[src/rtl/keypad_pkg.sv]
// keypad_pkg: shared key codes, FSM states and scanner timing constants for the keypad event queue
package keypad_pkg;
  localparam int KEY_CODE_W = 4;
  localparam logic [KEY_CODE_W-1:0] KEY_0 = 4'h0, KEY_1 = 4'h1, KEY_2 = 4'h2, KEY_3 = 4'h3;
  localparam logic [KEY_CODE_W-1:0] KEY_4 = 4'h4, KEY_5 = 4'h5, KEY_6 = 4'h6, KEY_7 = 4'h7;
  localparam logic [KEY_CODE_W-1:0] KEY_8 = 4'h8, KEY_9 = 4'h9, KEY_A = 4'hA, KEY_B = 4'hB;
  localparam logic [KEY_CODE_W-1:0] KEY_C = 4'hC, KEY_D = 4'hD, KEY_E = 4'hE, KEY_F = 4'hF;
  localparam int COL_PERIOD = 100_000;
  localparam int FRAME_PERIOD = 4 * COL_PERIOD;
  typedef enum logic [1:0] {ST_IDLE, ST_CONFIRM, ST_HELD} state_t;
endpackage

[src/rtl/key_event_fifo.sv]
// key_event_fifo: small synchronous FIFO; a pop in the same cycle frees the slot for a push even when full
module key_event_fifo #(
  parameter int WIDTH = 4,
  parameter int DEPTH = 4
) (
  input  logic             clk_100MHz,
  input  logic             rst_n,
  input  logic             push,
  input  logic [WIDTH-1:0] din,
  input  logic             pop,
  output logic [WIDTH-1:0] dout,
  output logic             full,
  output logic             empty,
  output logic             overflow
);
  localparam int AW = $clog2(DEPTH);
  logic [WIDTH-1:0] mem [DEPTH];
  logic [AW-1:0] wr_ptr, rd_ptr;
  logic [AW:0] count;
  logic do_push, do_pop;
  assign empty = count == '0;
  assign full = count == (AW+1)'(DEPTH);
  assign do_pop = pop && !empty;
  assign do_push = push && (!full || do_pop);
  assign dout = mem[rd_ptr];
  always_ff @(posedge clk_100MHz or negedge rst_n) begin
    if (!rst_n) begin
      for (int i = 0; i < DEPTH; i++) mem[i] <= '0;
      wr_ptr <= '0;
      rd_ptr <= '0;
      count <= '0;
      overflow <= 1'b0;
    end else begin
      if (do_push) mem[wr_ptr] <= din;
      wr_ptr <= wr_ptr + AW'(do_push);
      rd_ptr <= rd_ptr + AW'(do_pop);
      count <= count + (AW+1)'(do_push) - (AW+1)'(do_pop);
      overflow <= push && !do_push;
    end
  end
endmodule

[src/rtl/keypad_event_queue.sv]
// keypad_event_queue: debounces column-multiplexed scanner hits into one event per press and queues them
module keypad_event_queue
  import keypad_pkg::*;
#(
  parameter int DEBOUNCE_HITS = 3,
  parameter int RELEASE_TIMEOUT = 450_000,
  parameter int FIFO_DEPTH = 4
) (
  input  logic                  clk_100MHz,
  input  logic                  rst_n,
  input  logic [KEY_CODE_W-1:0] key_code,
  input  logic                  key_pressed,
  output logic                  evt_valid,
  output logic [KEY_CODE_W-1:0] evt_key,
  input  logic                  evt_ready,
  output logic                  key_held,
  output logic                  overflow
);
  localparam int TW = $clog2(RELEASE_TIMEOUT + 1);
  localparam int HW = $clog2(DEBOUNCE_HITS + 1);
  state_t state, state_n;
  logic [KEY_CODE_W-1:0] cand, cand_n, push_key;
  logic [HW-1:0] hits, hits_n;
  logic [TW-1:0] timer;
  logic key_prev, hit, at_timeout, push, fifo_empty;
  assign hit = key_pressed && !key_prev;
  assign at_timeout = timer == TW'(RELEASE_TIMEOUT);
  assign push_key = (state == ST_IDLE) ? key_code : cand;
  assign key_held = state == ST_HELD;
  assign evt_valid = !fifo_empty;
  always_ff @(posedge clk_100MHz or negedge rst_n) begin
    if (!rst_n) begin
      key_prev <= 1'b0;
      timer <= '0;
      state <= ST_IDLE;
      cand <= '0;
      hits <= '0;
    end else begin
      key_prev <= key_pressed;
      timer <= hit ? '0 : at_timeout ? timer : timer + 1'b1;
      state <= state_n;
      cand <= cand_n;
      hits <= hits_n;
    end
  end
  // A hit always takes priority over a timeout landing in the same cycle
  always_comb begin
    state_n = state;
    cand_n = cand;
    hits_n = hits;
    push = 1'b0;
    case (state)
      ST_IDLE:
        if (hit) begin
          cand_n = key_code;
          hits_n = HW'(1);
          push = DEBOUNCE_HITS == 1;
          state_n = (DEBOUNCE_HITS == 1) ? ST_HELD : ST_CONFIRM;
        end
      ST_CONFIRM:
        if (hit && key_code == cand) begin
          hits_n = hits + 1'b1;
          push = hits + 1'b1 == HW'(DEBOUNCE_HITS);
          state_n = push ? ST_HELD : ST_CONFIRM;
        end else if (hit) begin
          cand_n = key_code;
          hits_n = HW'(1);
        end else if (at_timeout) begin
          state_n = ST_IDLE;
        end
      ST_HELD:
        if (!hit && at_timeout) state_n = ST_IDLE;
      default: state_n = ST_IDLE;
    endcase
  end
  key_event_fifo #(.WIDTH(KEY_CODE_W), .DEPTH(FIFO_DEPTH)) u_fifo (
    .clk_100MHz(clk_100MHz),
    .rst_n(rst_n),
    .push(push),
    .din(push_key),
    .pop(evt_ready),
    .dout(evt_key),
    .full(),
    .empty(fifo_empty),
    .overflow(overflow)
  );
endmodule

[config.mk]
export PLATFORM = sky130hd
export DESIGN_NAME = keypad_event_queue
export DESIGN_NICKNAME = d
export VERILOG_FILES = /design/src/rtl/keypad_pkg.sv /design/src/rtl/key_event_fifo.sv /design/src/rtl/keypad_event_queue.sv
export SDC_FILE = /design/constraint.sdc
export NUM_CORES = 1
export LEC_CHECK = 0
export CAP_MARGIN = 10
export CORE_MARGIN = 1.5
export CORE_UTILIZATION = 50
export CTS_BUF_LIST = sky130_fd_sc_hd__clkbuf_4 sky130_fd_sc_hd__clkbuf_8
export CTS_CLUSTER_DIAMETER = 30
export CTS_CLUSTER_SIZE = 30
export DETAILED_ROUTE_END_ITERATION = 10
export HOLD_SLACK_MARGIN = 0.06
export MAX_ROUTING_LAYER = met4
export PLACE_DENSITY_LB_ADDON = 0.25
export REMOVE_ABC_BUFFERS = 1
export SLEW_MARGIN = 15
export SYNTH_ARGS = -nofsm -noshare
export SYNTH_HDL_FRONTEND = slang
export SYNTH_HIERARCHICAL = 1
export SYNTH_SLANG_ARGS = --single-unit
[constraint.sdc]
create_clock -name clk_100MHz -period 8.2 [get_ports clk_100MHz]
set_input_delay 2.05 -clock clk_100MHz [delete_from_list [all_inputs] [get_ports clk_100MHz]]
set_output_delay 2.05 -clock clk_100MHz [all_outputs]
set_load 0.005 [all_outputs]
==> flow_summary.ini <==
[sta]
relSlewSlack = 0.568
hold_violations = 0
skew_ns = 0.00787
fin_crit_ns = 4.76
worst_slew_pin_slew_ns = 0.648
setup_viol = 0
fmax_ghz = 0.210
report.final.slew_viol_count = 0
finalSetupTns_ns = 0
hold_slack_ns = 0.472
rsz0062_at_grt = no
period_share = 0.580
timing.final.ws_setup_ns = 3.44

[die]
dieHeight_um = 74.8
num_rows = 25
die_w_um = 74.8
core_mm2 = 0.00485
initial_core_util = 0.531
pin_count = 15
die_area_mm2 = 0.00559

[logic_synthesis]
ys_types = 43
yosys.area.top_type_share = 0.505
synth-seq-cells = 52
avgSynthCellArea_um2 = 12.2
synth_cells = 212
synthesis.area_mm2 = 0.00258
synth_ff_type = dfrtp_1
synth_warnings = 6
yosysTopAreaCell = dfrtp_1
synth_edf_count = 0
yosys-top-cells-area = dfrtp_1, mux2_2, xor2_1
yosysSeqAreaShare = 0.505
async_reset_ff_frac = 1.00

[global_routing]
grt_pass1_wl_um = 7380
first_global_vias = 1547
antenna_found_initial = 0
grt_util_all_layers = 0.183
overflow = 0
grt_max_degree = 53

[cts]
clockBufferDepth = 2
cts_tree = done
clock_latency_ns = 0.30
cts-htree-levels = 2
cts_inserted_buffers = 5
cts_resized = 0
postCtsHoldBufs = 0
clk_pin_slew_ns = 0.09
cts_setup_buffers = 0
cts_sinks = 52
root_buffer = clkbuf_8

[drt]
ant_nets = 0
num_vias = 1645
vias_per_cell = 5.52
drt-initial-drc-count = 131
firstDrtPassIters = 4
met1Wirelength_um = 2310
dr_wl_met2_um = 1870
wire_per_inst_um = 14.7
routed-wl-met3_um = 158
drcViolationCount = 0
wl_um = 4400
top_layer_used = met4

[placement]
io_buffer_count = 14
dp_hpwl_um = 3120
pre_cts_ws_ns = 3.13
place_congestion = 0.737

[finish]
finalNetCount = 246
synthToLayoutAreaGrowth_pct = 12.5
final_common_cell = dfrtp_1
drive_gt1_frac = 0.199
antenna_cells = 0
layout.cells.most_common_list = dfrtp_1, mux2_2, xor2_1
fillCellCount = 404

[setup_path]
critPathTopFamily = simple AND/OR/NAND/NOR gates
cp.arrival_ns = 4.95
r2r-start = key_prev
crit_buf_inv = 2
cp_data_required_time_ns = 8.39
crit_cells = 12
reg2reg_to = u_fifo/count[2]
crit_path_end = u_fifo/count[2]
setup.worst_path.end_class = flop
cp_max_fo = 8
critPathKind = primary input to flop
slowest_stage = clkdlybuf4s50_1
path_cells = clkdlybuf4s50_1 > nand2b_1 > nor2_1 > and4_1 > and2_1 > nand2b_1 > ha_1 > inv_1 > ha_1 > fa_1 > xor2_1 > xnor2_1
startpoint = key_pressed
start_kind = primary input
r2r_setup_slack_ns = 5.22
critical_path.max_stage_delay_ns = 0.49
r2r_cells = 11

[min_path]
hold_class = flop to flop
worstHoldStart = hits[0]

[run]
drv_cap = 0

[power]
ir_worst_vdd_uv = 90.3
power_density_mw_per_mm2 = 205
p_leak_uw = 0.00133

[status]
status = complete, no violations
==> worst reg2reg max path, cell delays in order, from the launching register on <==
cell,delay (ns)
dfrtp_1,0.38
nand2b_1,0.21
nor2_1,0.46
and4_1,0.36
and2_1,0.21
nand2b_1,0.10
ha_1,0.27
inv_1,0.04
ha_1,0.18
fa_1,0.38
xor2_1,0.16
xnor2_1,0.13
==> cells by family (layout without fill, tap and decap cells) <==
kind of cell | after synthesis | in the layout | share of synthesized area
AND/OR/NAND/NOR | 70 | 70 | 0.171
flip-flops | 52 | 52 | 0.505
AO/OA/AOI/OAI | 18 | 18 | 0.0427
multiplexers | 29 | 29 | 0.150
adder cells (fa/ha/maj) | 8 | 8 | 0.0418
buffers and inverters | 16 | 35 | 0.0253
XOR/XNOR | 19 | 19 | 0.0646
==> Yosys cell counts, drive strengths merged, types with 2 or more instances <==
cell type / count
clkbuf: 3
o21ai: 6
nor3b: 3
mux4: 4
nor2b: 3
and2: 2
buf: 2
a22o: 3
xnor2: 3
inv: 11
and4: 4
nand4: 8
dfrtp: 52
or3: 6
nand2: 7
nand3: 7
mux2: 24
and3: 2
nand2b: 2
or4: 2
nor4b: 2
nor3: 3
ha: 7
xor2: 16
a21oi: 6
nor2: 14
==> per-stage QoR <==
step                      std cells   util  total power (uW)  area (um2)
final                           298  0.598               594        2900
after global routing            298  0.598               631        2900
after CTS                       298  0.598               601        2900
after detailed placement        290  0.575               427        2790
after global placement          290  0.575               423        2790
after floorplan                 207      -               389        2550
==> flip-flops by register name (all words and copies together) (netlist names) <==
name / cells
key_prev: 1
cand: 4
u_fifo/mem: 16
hits: 2
u_fifo/wr_ptr: 2
state: 2
u_fifo/overflow: 1
timer: 19
u_fifo/count: 3
u_fifo/rd_ptr: 2
==> worst min path at each step <==
stage	slack, ns	to	cells after the start
6_report	0.47	hits[0]	1
5_1_grt	0.49	hits[0]	1
4_1_cts	0.48	hits[0]	1
3_5_place_dp	0.47	hits[0]	1
3_3_place_gp	0.46	hits[0]	1
2_1_floorplan	0.44	hits[0]	1
==> routing by layer <==
| metal | up-vias | track usage |
|---|---|---|
| met1 | 816 | 0.270 |
| met4 | 0 | 0.0606 |
| met2 | 25 | 0.249 |
| met3 | 8 | 0.0415 |
| met5 | - | - |
| li1 | 796 | - |
==> cell type report <==
class	count	area, um2	area share
clock inverters	3	42.5	0.0147
well taps	67	83.8	0.0289
repair buffers	16	150	0.0518
clock buffers	5	68.8	0.0237
multi-input cells	144	1210	0.418
inverters	11	41.3	0.0142
flip-flops and latches	52	1300	0.449
==> power breakdown <==
part | switching (uW) | leakage, uW | total, uW | internal, uW
logic | 46.8 | 0.000585 | 100 | 53.7
clock network | 83.2 | 0.0000541 | 174 | 90.4
registers | 38.5 | 0.000691 | 320 | 282
Power figures use the tool's default switching activity.
